[config.mk]
export PLATFORM = sky130hd
export DESIGN_NAME = id_exe_reg
export DESIGN_NICKNAME = d
export VERILOG_FILES = /design/src/rtl/arm_pkg.sv /design/src/rtl/operand_snoop.sv /design/src/rtl/id_exe_reg.sv
export SDC_FILE = /design/constraint.sdc
export NUM_CORES = 1
export LEC_CHECK = 0
export ABC_AREA = 1
export BUFFER_PORTS_ARGS = -buffer_cell sky130_fd_sc_hd__buf_2
export CELL_PAD_IN_SITES_DETAIL_PLACEMENT = 1
export CELL_PAD_IN_SITES_GLOBAL_PLACEMENT = 1
export CORE_MARGIN = 2
export CORE_UTILIZATION = 34
export CTS_CLUSTER_SIZE = 14
export DETAILED_ROUTE_END_ITERATION = 8
export GPL_TIMING_DRIVEN = 0
export PLACE_DENSITY_LB_ADDON = 0.1
export SETUP_SLACK_MARGIN = 0.5
export SLEW_MARGIN = 25
export SYNTH_ARGS = -nofsm -noshare
export SYNTH_HDL_FRONTEND = slang
export SYNTH_HIERARCHICAL = 1
export SYNTH_SLANG_ARGS = --single-unit
export TNS_END_PERCENT = 50
[constraint.sdc]
create_clock -name clk -period 2.9 [get_ports clk]
set_input_delay 0.145 -clock clk [delete_from_list [all_inputs] [get_ports clk]]
set_output_delay 0.145 -clock clk [all_outputs]
set_load 0.01 [all_outputs]
[src/rtl/arm_pkg.sv]
// Shared ARM core definitions: ALU command encodings, datapath widths and the
// control bundle carried from ID into EXE.
package arm_pkg;

    localparam int unsigned REG_ADDR_W = 4;
    localparam int unsigned WORD_W     = 32;
    localparam int unsigned SHIFT_OP_W = 12;
    localparam int unsigned IMM24_W    = 24;

    localparam logic [REG_ADDR_W-1:0] PC_REG = 4'd15;

    // EXE_CMD encodings; LDR/STR reuse ADD for address generation.
    localparam logic [3:0] EXE_MOV = 4'b0001;
    localparam logic [3:0] EXE_MVN = 4'b1001;
    localparam logic [3:0] EXE_ADD = 4'b0010;
    localparam logic [3:0] EXE_ADC = 4'b0011;
    localparam logic [3:0] EXE_SUB = 4'b0100;
    localparam logic [3:0] EXE_SBC = 4'b0101;
    localparam logic [3:0] EXE_AND = 4'b0110;
    localparam logic [3:0] EXE_ORR = 4'b0111;
    localparam logic [3:0] EXE_EOR = 4'b1000;
    localparam logic [3:0] EXE_CMP = 4'b0100;
    localparam logic [3:0] EXE_TST = 4'b0110;
    localparam logic [3:0] EXE_LDR = 4'b0010;
    localparam logic [3:0] EXE_STR = 4'b0010;

    typedef struct packed {
        logic                  valid;
        logic [WORD_W-1:0]     pc;
        logic                  wb_en;
        logic                  mem_r_en;
        logic                  mem_w_en;
        logic                  b;
        logic                  s;
        logic                  imm;
        logic [3:0]            exe_cmd;
        logic [REG_ADDR_W-1:0] dest;
        logic [SHIFT_OP_W-1:0] shift_operand;
        logic [IMM24_W-1:0]    signed_imm_24;
        logic [3:0]            status;
    } id_exe_ctrl_t;

endpackage

[src/rtl/operand_snoop.sv]
// One held register operand with its source register and used flag; while held
// it tracks write-backs to its source so the value never goes stale.
module operand_snoop
    import arm_pkg::*;
#(
    parameter bit SNOOP = 1'b1
) (
    input  logic                  clk,
    input  logic                  rst,
    input  logic                  clear,
    input  logic                  capture,
    input  logic [WORD_W-1:0]     new_val,
    input  logic [REG_ADDR_W-1:0] new_src,
    input  logic                  new_used,
    input  logic                  wb_en,
    input  logic [REG_ADDR_W-1:0] wb_dest,
    input  logic [WORD_W-1:0]     wb_data,
    output logic [WORD_W-1:0]     val,
    output logic [REG_ADDR_W-1:0] src,
    output logic                  used
);

    logic hit;

    // R15 lives outside the register file, so a write-back to it is never a match.
    assign hit = SNOOP && wb_en && (wb_dest != PC_REG) && used && (src == wb_dest);

    always_ff @(posedge clk) begin
        if (rst || clear) begin
            val  <= '0;
            src  <= '0;
            used <= 1'b0;
        end else if (capture) begin
            val  <= new_val;
            src  <= new_src;
            used <= new_used;
        end else if (hit) begin
            val <= wb_data;
        end
    end

endmodule

[src/rtl/id_exe_reg.sv]
// ID/EXE pipeline register with freeze, flush, write-back snooping of held
// operands, and saturating stall/bubble counters.
module id_exe_reg
    import arm_pkg::*;
#(
    parameter bit          WB_SNOOP = 1'b1,
    parameter int unsigned CNT_W    = 16
) (
    input  logic                  clk,
    input  logic                  rst,
    input  logic                  freeze,
    input  logic                  flush,
    input  logic                  id_valid,
    input  logic [WORD_W-1:0]     pc_in,
    input  logic                  wb_en_in,
    input  logic                  mem_r_en_in,
    input  logic                  mem_w_en_in,
    input  logic                  b_in,
    input  logic                  s_in,
    input  logic                  imm_in,
    input  logic [3:0]            exe_cmd_in,
    input  logic [REG_ADDR_W-1:0] src1_in,
    input  logic [REG_ADDR_W-1:0] src2_in,
    input  logic [REG_ADDR_W-1:0] dest_in,
    input  logic                  rn_used_in,
    input  logic                  rm_used_in,
    input  logic [WORD_W-1:0]     val_rn_in,
    input  logic [WORD_W-1:0]     val_rm_in,
    input  logic [SHIFT_OP_W-1:0] shift_operand_in,
    input  logic [IMM24_W-1:0]    signed_imm_24_in,
    input  logic [3:0]            status_in,
    input  logic                  writeBackEn,
    input  logic [REG_ADDR_W-1:0] Dest_wb,
    input  logic [WORD_W-1:0]     Result_WB,
    output logic [WORD_W-1:0]     pc,
    output logic                  wb_en,
    output logic                  mem_r_en,
    output logic                  mem_w_en,
    output logic                  b,
    output logic                  s,
    output logic                  imm,
    output logic [3:0]            exe_cmd,
    output logic [REG_ADDR_W-1:0] src1,
    output logic [REG_ADDR_W-1:0] src2,
    output logic [REG_ADDR_W-1:0] dest,
    output logic [WORD_W-1:0]     val_rn,
    output logic [WORD_W-1:0]     val_rm,
    output logic [SHIFT_OP_W-1:0] shift_operand,
    output logic [IMM24_W-1:0]    signed_imm_24,
    output logic [3:0]            status,
    output logic                  exe_valid,
    output logic [CNT_W-1:0]      stall_cnt,
    output logic [CNT_W-1:0]      bubble_cnt
);

    localparam logic [CNT_W-1:0] CntOne = {{(CNT_W-1){1'b0}}, 1'b1};

    id_exe_ctrl_t ctrl_d, ctrl_q;
    logic [CNT_W-1:0] stall_cnt_q, bubble_cnt_q;
    logic rn_used, rm_used;
    logic capture;

    assign capture = ~freeze;

    // A non-valid instruction enters as a bubble: side-effecting control bits
    // are masked, data fields still load.
    always_comb begin
        ctrl_d               = '0;
        ctrl_d.valid         = id_valid;
        ctrl_d.pc            = pc_in;
        ctrl_d.wb_en         = wb_en_in & id_valid;
        ctrl_d.mem_r_en      = mem_r_en_in & id_valid;
        ctrl_d.mem_w_en      = mem_w_en_in & id_valid;
        ctrl_d.b             = b_in & id_valid;
        ctrl_d.s             = s_in & id_valid;
        ctrl_d.imm           = imm_in;
        ctrl_d.exe_cmd       = exe_cmd_in;
        ctrl_d.dest          = dest_in;
        ctrl_d.shift_operand = shift_operand_in;
        ctrl_d.signed_imm_24 = signed_imm_24_in;
        ctrl_d.status        = status_in;
    end

    always_ff @(posedge clk) begin
        if (rst || flush) begin
            ctrl_q <= '0;
        end else if (capture) begin
            ctrl_q <= ctrl_d;
        end
    end

    // Flush wins over freeze, so a flushed cycle never counts as a stall.
    always_ff @(posedge clk) begin
        if (rst) begin
            stall_cnt_q  <= '0;
            bubble_cnt_q <= '0;
        end else if (flush) begin
            if (bubble_cnt_q != '1) bubble_cnt_q <= bubble_cnt_q + CntOne;
        end else if (freeze) begin
            if (stall_cnt_q != '1) stall_cnt_q <= stall_cnt_q + CntOne;
        end
    end

    operand_snoop #(
        .SNOOP (WB_SNOOP)
    ) u_rn (
        .clk      (clk),
        .rst      (rst),
        .clear    (flush),
        .capture  (capture),
        .new_val  (val_rn_in),
        .new_src  (src1_in),
        .new_used (rn_used_in),
        .wb_en    (writeBackEn),
        .wb_dest  (Dest_wb),
        .wb_data  (Result_WB),
        .val      (val_rn),
        .src      (src1),
        .used     (rn_used)
    );

    operand_snoop #(
        .SNOOP (WB_SNOOP)
    ) u_rm (
        .clk      (clk),
        .rst      (rst),
        .clear    (flush),
        .capture  (capture),
        .new_val  (val_rm_in),
        .new_src  (src2_in),
        .new_used (rm_used_in),
        .wb_en    (writeBackEn),
        .wb_dest  (Dest_wb),
        .wb_data  (Result_WB),
        .val      (val_rm),
        .src      (src2),
        .used     (rm_used)
    );

    assign exe_valid     = ctrl_q.valid;
    assign pc            = ctrl_q.pc;
    assign wb_en         = ctrl_q.wb_en;
    assign mem_r_en      = ctrl_q.mem_r_en;
    assign mem_w_en      = ctrl_q.mem_w_en;
    assign b             = ctrl_q.b;
    assign s             = ctrl_q.s;
    assign imm           = ctrl_q.imm;
    assign exe_cmd       = ctrl_q.exe_cmd;
    assign dest          = ctrl_q.dest;
    assign shift_operand = ctrl_q.shift_operand;
    assign signed_imm_24 = ctrl_q.signed_imm_24;
    assign status        = ctrl_q.status;
    assign stall_cnt     = stall_cnt_q;
    assign bubble_cnt    = bubble_cnt_q;

endmodule

; ---- Word-level counts from Yosys, hierarchy flattened
; Cells that the tools add are included.
[word_totals]
wordCells = 48
register_bits = 193
input_bits = 202
output_inout_bits = 191
[classes]
mux = 4
eq_ne = 7
n_reduce_logical = 8
n_bitwise = 6
addsub = 2
[op_table]
columns = cell, n
row1 = $mux 32, 4
row2 = $add 16x1->16 const B, 2
row3 = $ne 16x16->1 const B, 2
row4 = $eq 4x4->1, 2
row5 = $and 1x1->1, 5
row6 = $logic_and 1x1->1, 5
row7 = $ne 2x1->1 const B, 2
row8 = $ne 4x4->1 const B, 1
row9 = $reduce_and 3->1, 1
row10 = $reduce_and 2->1, 1
row11 = $logic_or 1x1->1, 1
row12 = $not 1->1, 1

; ---- Longest topological paths before layout
; Gate-level depths: netlist of the first run.
[logic_depth]
depth_word = 6
depth_mapped = 11
depth_no_buf = 9

; ---- Modules after synthesis
; The synthesis of the first run kept the hierarchy.
[by_module_without_submodules]
columns = mod, area_each_um2, n_inst, seq_area_each_um2, cells_each
row1 = id_exe_reg, 4941.0, 1, 2382.3, 672
row2 = operand_snoop, 2154.6, 2, 740.7, 358

; ---- Worst setup path after synthesis of the first run
; OpenSTA, ideal clock, no wires.
[synth_timing]
path_kind = input to register
start = input port freeze
end = register u_rm.val[0]
path_buffers = 6
arrival_ns = 1.427
slack_ns = 1.358
setup_time_ns = 0.115
stages = 10
t_required_ns = 2.785
path_cell_list = buf_4 -> inv_1 -> buf_2 -> buf_2 -> buf_2 -> inv_2 -> buf_4 -> buf_2 -> a21oi_1 -> nor2_1
[synth_between]
elab_chain_len = 1
word_cells_on_any_way = 2
cone_classes = eq/ne: 1 / mux: 1
[synth_rtl]
columns = element, line
row1 = from (decl), id_exe_reg.sv:11  ; input logic freeze,
row2 = $ne 2x1->1 (no line) / $mux 32 (equally long branches), -
row3 = to (signal assigned), operand_snoop.sv:34  ; val <= new_val;
row4 = to (signal assigned), operand_snoop.sv:38  ; val <= wb_data;
row5 = to (decl), operand_snoop.sv:18  ; output logic [WORD_W-1:0] val,
; Several ways; a longest one is shown, not always the timed one.
; A chain may end at the register's enable or synchronous reset.

==> impl_results.md, run 1 <==
- P_leak: 6.63 nW
- H-tree Lvls: 4
- Pre-antenna DRT Iters: 5
- Total power: 6.11 mW
- CP max stage delay: 300 ps
- CP endpoint kind: register
- Reg2Reg Depth: 8
- GRT Residual Overflow: 0
- Startpoint Class: primary input
- Final hold vios: 0
- Register area share after synthesis: 41.8%
- Fin util: 49.1%
- Final net count: 2,095
- Routed len/inst: 16.8 µm
- Crit-path cells: buf_4 > inv_1 > buf_2 > buf_2 > buf_2 > inv_2 > buf_4 > buf_2 > o21ai_0 > a21oi_1
- Rows: 60
- CP Launch Point: freeze
- Synth warn: 6
- Post-synthesis cell count: 1,388
- Clock root buffer: clkbuf_16
- Worst R2R Start: bubble_cnt[0]$_SDFFE_PP0P_
- Clock sink total: 193
- Buf+Inv Stages, Crit Path: 8
- Critical Path Stages: 10
- Fillcell total: 3,572
- Outcome: complete, no violations
- WP data arrival: 2030 ps
- Cell Area, Synth: 9250 µm²
- Max VDD drop: 0.350 mV
- Slew Limit Headroom: 46.3%
- Max Clk Rate: 582 MHz
- Most frequent cells in the layout: nand2_1, buf_2, dfxtp_1
- Core area: 26,800 µm²
- Max-slew violation count: 0
- ANT nets after route: 0
- First-pass GRT wire length: 58.0 mm
- Die Span X: 169 µm
- Setup ws final: 1180 ps
- Fin crit share: 59.2%
- Port buffer count: 391
- Starting DRT DRC Count: 518
- Max-cap viol count: 0
- Yosys reg bits: 193
- RSZ-0062 raised after global routing: no
- Vias in the first global route: 11,100
- Setup_tns: 0 ps
- Most frequent cell on the critical path: buf_2
- Min cycle time layout: 1720 ps
- Ports: 393
- Most common cell after layout, fill and taps aside: nand2_1
- Post-DP HPWL: 27.6 mm
- Power Density: 464 nW/µm²
- Actual slew at the worst max-slew pin: 803 ps
- Routability cong.: 0.832
- Final Cell Area: 13,200 µm²
- Post-Route WL: 37.7 mm
- Layout cells sized above 1: 28.0%
- Die area: 28,500 µm²
- Crit-path max FO: 11
- Count of final setup violators: 0
- CTS tree: built
- Antenna violations before repair: 2
- DIE HEIGHT: 169 µm
- Synthesized area per cell: 6.66 µm²
- Reg-to-reg slack, setup: 1230 ps
- Syn nets: 1,592
- Critical path class: primary input to register
- CTS Buffer Depth: 2
- Vias per cell: 4.80
- Crit-path leading delay family: buffers and inverters
- GRT Overall Usage: 25.8%
- Unique masters post-synth: 30
- Worst-Skew Late Latency: 440 ps
- Via count: 10,800
- Cell Area, Placed: 11,600 µm²
- Pin count of the biggest net entering global routing: 21
- Critical path's slowest cell: buf_2
- Worst hold path class: primary input to register
- Starting Density: 34.5%
- FF-to-FF End: bubble_cnt[0]$_SDFFE_PP0P_
- # DRC: 0
- P&R area growth vs syn: 42.3%
- Place WS: 700 ps
- CP Data Required Time: 3210 ps
- Critical Path Sink: u_rm/src[0]$_SDFFE_PP0P_
- Clock-pin slew on the worst setup and hold paths: 70 ps
- TritonCTS buffer count: 17
- Worst Skew: 18.0 ps
==> synth_stat cells <==
cell type,number,area (µm²)
nand2_4,2,22.5
nand3b_1,1,7.51
nand4_1,5,31.3
clkbuf_8,4,55.1
buf_4,10,75.1
o21ai_0,15,75.1
nand4_4,1,21.3
clkbuf_1,25,93.8
a21oi_2,10,87.6
nor3_1,4,20.0
nor2_8,2,40.0
buf_2,31,155
inv_1,108,405
a21oi_1,170,851
nor2_4,9,101
inv_4,1,6.26
nand3_2,3,30.0
buf_6,10,113
o21ai_4,1,16.3
nand3_1,88,440
and2_1,1,6.26
nand2_2,10,62.6
ha_1,2,25.0
xor2_1,1,8.76
inv_2,2,7.51
nor2_1,131,492
dfxtp_1,193,3860
nor2_2,10,62.6
nand3_4,4,70.1
nand2_1,534,2000
==> area by class of cell <==
type	instances	area, µm²	area share (%)
multi-input cells	1004	4480	34.0
flip-flops and latches	193	3860	29.4
repair buffers	484	2890	21.9
plain buffers	80	492	3.74
well taps	341	427	3.24
clock buffers	17	425	3.23
inverters	111	419	3.19
clock inverters	14	165	1.25
diodes	2	5.00	0.0380
==> sequential cells by signal, indices dropped and copies added, names as in the netlist <==
name,flops
pc,32
u_rm/val,32
u_rn/val,32
signed_imm_24,24
bubble_cnt,16
stall_cnt,16
shift_operand,12
dest,4
exe_cmd,4
status,4
u_rm/src,4
u_rn/src,4
b,1
exe_valid,1
imm,1
mem_r_en,1
mem_w_en,1
s,1
u_rm/used,1
u_rn/used,1
wb_en,1
==> per-stage QoR <==
stage          cells  hold slack [ps]
6_report        2246             15.3
5_1_grt         2246             29.8
4_1_cts         2244             4.97
3_5_place_dp    2120              402
3_3_place_gp    2120              395
2_1_floorplan   1388              214
==> power by group <==
part	total (mW)	leakage (nW)	switching (mW)	internal, mW
sequential	2.78	1.57	0.0492	2.73
combinational	0.935	4.78	0.529	0.406
clock	2.39	0.286	1.23	1.16
==> routing by layer <==
metal / vias to the layer above / part of all wire, % / global-route usage [%] / wire length [µm]
li1: 5336 / - / - / -
met1: 5072 / 39 / 28.8 / 14900
met2: 306 / 51 / 46.8 / 19100
met3: 73 / 6.3 / 6.34 / 2390
met4: 0 / 3.6 / 10.4 / 1340
met5: - / 0 / 0 / 0
==> logic make-up (layout without fill, tap and decap cells) <==
group | count (synthesis) | after routing | synth area share [%]
buf+inv | 191 | 706 | 9.85
fa+ha+maj | 2 | 2 | 0.270
compound gates | 196 | 196 | 11.1
xor+xnor | 1 | 1 | 0.0947
simple gates | 805 | 805 | 36.9
flops | 193 | 193 | 41.8
other cells | 0 | 2 | 0
==> worst min-delay path by stage <==
stage                    startpoint  cells past startpoint                             end
2_1_floorplan                   rst                      1     bubble_cnt[12]$_SDFFE_PP0P_
3_3_place_gp   signed_imm_24_in[20]                      3  signed_imm_24[20]$_SDFFE_PP0N_
3_5_place_dp              pc_in[15]                      3             pc[15]$_SDFFE_PP0N_
4_1_cts                  src1_in[1]                      3        u_rn/src[1]$_SDFFE_PP0P_
5_1_grt                  src1_in[1]                      3        u_rn/src[1]$_SDFFE_PP0P_
6_report                 src1_in[1]                      3        u_rn/src[1]$_SDFFE_PP0P_
==> timing repair <==
action | CTS | global route
gates resized for setup | 0 | 0
setup buffers | 0 | 0
endpoints found under the hold margin | 96 | 0
hold buffers | 93 | 0
==> worst min-delay path, stage by stage <==
cell	delay (ps)
buf_2	70
o21ai_0	70
a21oi_1	120
(Power assumes the default switching activity.)
==> run 2, diff against run 1 <==
--- a/config.mk
+++ b/config.mk
@@ -5,7 +5,7 @@
 export SDC_FILE = /design/constraint.sdc
 export NUM_CORES = 1
 export LEC_CHECK = 0
-export ABC_AREA = 1
+export ABC_AREA = 0
 export BUFFER_PORTS_ARGS = -buffer_cell sky130_fd_sc_hd__buf_2
 export CELL_PAD_IN_SITES_DETAIL_PLACEMENT = 1
 export CELL_PAD_IN_SITES_GLOBAL_PLACEMENT = 1
==> constraint.sdc (replaced) <==
create_clock -name clk -period 1.8 [get_ports clk]
set_input_delay 0.09 -clock clk [delete_from_list [all_inputs] [get_ports clk]]
set_output_delay 0.09 -clock clk [all_outputs]
set_load 0.01 [all_outputs]
==> impl_results.md, run 2 <==
- Outcome: complete, no violations (unchanged)
- DP Cell Count: 1,551 (was 2,120)
- Max-cap viol count: 0 (unchanged)
- Starting Density: 34.4% (was 34.5%)
- Startpoint Class: register (was primary input)
- Cell Area, Placed: 11,100 µm² (was 11,600 µm²)
- Synthesized area per cell: 10.4 µm² (was 6.66 µm²)
- Slew Limit Headroom: 46.1% (was 46.3%)
- Post-synthesis cell count: 829 (was 1,388)
- Clock sink total: 193 (unchanged)
- Top cell type by total area after synthesis: dfxtp_1 (unchanged)
- Setup ws final: 112 ps (was 1180 ps)
- Worst R2R Start: bubble_cnt[7]$_SDFFE_PP0P_ (was bubble_cnt[0]$_SDFFE_PP0P_)
- Critical path class: register to register (was primary input to register)
- Max Clk Rate: 592 MHz
- Count leader, synth: dfxtp_1 (was nand2_1)
- Via count: 8,771 (was 10,800)
- Die Span X: 163 µm (was 169 µm)
- Worst Skew: 16.2 ps (was 18.0 ps)
- Register area share after synthesis: 44.9% (was 41.8%)
- Most common cell after layout, fill and taps aside: buf_2 (was nand2_1)
- Clock-pin slew on the worst setup and hold paths: 80 ps (was 70 ps)
- # DRC: 0 (unchanged)
- Max VDD drop: 0.503 mV (was 0.350 mV)
- DIE HEIGHT: 163 µm (was 169 µm)
- Rows: 58 (was 60)
- Max-slew violation count: 0 (unchanged)
- Synth top area cells: dfxtp_1, mux2i_1, a221oi_2, nor2_1, buf_2 (was dfxtp_1, nand2_1, a21oi_1, nor2_1, nand3_1)
- P_leak: 6.69 nW (was 6.63 nW)
- Worst-Skew Late Latency: 440 ps (about the same)
- Power Density: 719 nW/µm² (was 464 nW/µm²)
- Reg2Reg Depth: 4 (was 8)
- Crit-path max FO: 8 (was 11)
- Die area: 26,600 µm² (was 28,500 µm²)
- First-pass GRT wire length: 52.6 mm (was 58.0 mm)
- Synth top cells by count: dfxtp_1, nor2_1, mux2i_1, a221oi_2, buf_2 (was nand2_1, dfxtp_1, a21oi_1, nor2_1, inv_1)
- TritonCTS buffer count: 17 (unchanged)
- Routability cong.: 0.813 (was 0.832)
- Final net count: 1,620 (was 2,095)
- GRT Residual Overflow: 0 (unchanged)
- Ports: 393 (unchanged)
- Yosys reg bits: 193 (unchanged)
- Total power: 10.1 mW (was 6.11 mW)
- Final Cell Area: 14,100 µm² (was 13,200 µm²)
- Worst hold path class: primary input to register (unchanged)
- Syn nets: 1,033 (was 1,592)
- Count of final setup violators: 0 (unchanged)
- Async set-reset flop share out of synthesis: 0% (unchanged)
- Setup_tns: 0 ps (unchanged)
- FF-to-FF End: bubble_cnt[15]$_SDFFE_PP0P_ (was bubble_cnt[0]$_SDFFE_PP0P_)
- Port buffer count: 392 (was 391)
- Post-Route WL: 35.7 mm (was 37.7 mm)
- Fin crit share: 93.8%
- Synth warn: 6 (unchanged)
- Vias per cell: 4.98 (was 4.80)
- ANT nets after route: 0 (unchanged)
- WP data arrival: 2060 ps (was 2030 ps)
- CP Data Required Time: 2170 ps (was 3210 ps)
- Area share of the largest cell type after synthesis: 44.9% (was 41.8%)
- Min cycle time layout: 1690 ps
- Pin count of the biggest net entering global routing: 20 (was 21)
- CP endpoint kind: register (unchanged)
- P&R area growth vs syn: 63.6% (was 42.3%)
- Reg-to-reg slack, setup: 110 ps (was 1230 ps)
- Place WS: -219 ps (was 700 ps)
- Final hold vios: 0 (unchanged)
- CTS Buffer Depth: 2 (unchanged)
- Core area: 25,000 µm² (was 26,800 µm²)
- Layout cells sized above 1: 49.6% (was 28.0%)
- Actual slew at the worst max-slew pin: 809 ps (was 803 ps)
- RSZ-0062 raised after global routing: yes (was no)
- Hold_sp: val_rm_in[11] (was src1_in[1])
- Most frequent cells in the layout: buf_2, nor2_1, dfxtp_1 (was nand2_1, buf_2, dfxtp_1)
- Starting DRT DRC Count: 321 (was 518)
- Hold depth: 3 (unchanged)
- H-tree Lvls: 4 (unchanged)
- Routed len/inst: 20.2 µm (was 16.8 µm)
- Fin cells: 1,762 (was 2,246)
- CTS tree: built (unchanged)
- Pre-antenna DRT Iters: 5 (unchanged)
- Number of synthesized flops with an enable pin: 0 (unchanged)
- Clock root buffer: clkbuf_16 (unchanged)
- Cell Area, Synth: 8600 µm² (was 9250 µm²)
- GRT Overall Usage: 25.5% (was 25.8%)
- Post-DP HPWL: 24.0 mm (was 27.6 mm)
- Worst Hold Path EP: u_rm/val[11]$_SDFFE_PP0P_ (was u_rn/src[1]$_SDFFE_PP0P_)
- Unique masters post-synth: 47 (was 30)
- Antenna violations before repair: 2 (unchanged)
- Vias in the first global route: 9,389 (was 11,100)
- Main synth FF type: dfxtp_1 (unchanged)
[run 2: worst max-delay path by stage]
stage	from	slack, ps	cells after the start	end
detailed placement	freeze	-220	8	u_rn/val[0]$_SDFFE_PP0P_
CTS	stall_cnt[0]$_SDFFE_PP0P_	150	6	stall_cnt[3]$_SDFFE_PP0P_
global placement	freeze	-220	8	u_rn/val[0]$_SDFFE_PP0P_
finish	bubble_cnt[7]$_SDFFE_PP0P_	110	4	bubble_cnt[15]$_SDFFE_PP0P_
floorplan	stall_cnt[1]$_SDFFE_PP0P_	120	6	stall_cnt[2]$_SDFFE_PP0P_
global route	bubble_cnt[7]$_SDFFE_PP0P_	30	4	bubble_cnt[15]$_SDFFE_PP0P_
[run 2: cell type report]
class | count | area (µm²)
diodes | 3 | 7.51
plain buffers | 61 | 464
clock buffers | 19 | 454
clock inverters | 13 | 161
fillers | 2827 | 11000
inverters | 7 | 26.3
multi-input cells | 568 | 4750
flip-flops and latches | 193 | 3950
well taps | 330 | 413
repair buffers | 568 | 3850
[run 2: worst max-delay path: stages, from the launching register on]
cell and delay (ps):
dfxtp_2 350, nand4_1 150, nand3b_1 340, or4_4 610, a21oi_2 150
[run 2: what timing repair did]
item                                   4_1_cts  5_1_grt
gates resized for setup                     66       52
setup endpoints to repair                  136      136
pin swaps                                   37       40
endpoints found under the hold margin       96        0
setup buffers                               52       18
gates cloned                                 9        1
hold buffers                                96        0
[run 2: cell families (layout without fill, tap and decap cells)]
group,count (synthesis),count (layout),share of synthesized area [%]
simple gates,273,273,14.7
flops,193,193,44.9
mux,166,166,19.5
compound gates,119,119,15.5
buf+inv,68,668,4.25
xor+xnor,8,8,0.815
fa+ha+maj,2,2,0.291
other cells,0,3,0
[run 2: routing by layer]
layer  vias up  wire length [µm]  track usage, %
met3        47              2360            7.24
met1      4260             13800            28.2
li1       4184                 -               -
met2       280             18400            46.5
met5         -                 0               0
met4         0              1050            9.49
[run 2: through the flow]
stage / hold WS [ps] / util, %
after floorplan: 234 / -
after global placement: 318 / 44.5
final: 33.1 / 56.2
after CTS: 4.88 / 54.5
after detailed placement: 329 / 44.5
after global routing: 33.0 / 56.2
[run 2: power breakdown]
part	switching [mW]	internal [mW]	leakage (nW)	total (mW)
combinational	0.835	0.817	4.79	1.65
sequential	0.0840	4.39	1.60	4.47
clock	1.92	2.08	0.299	4.00
total	2.84	7.28	6.69	10.1
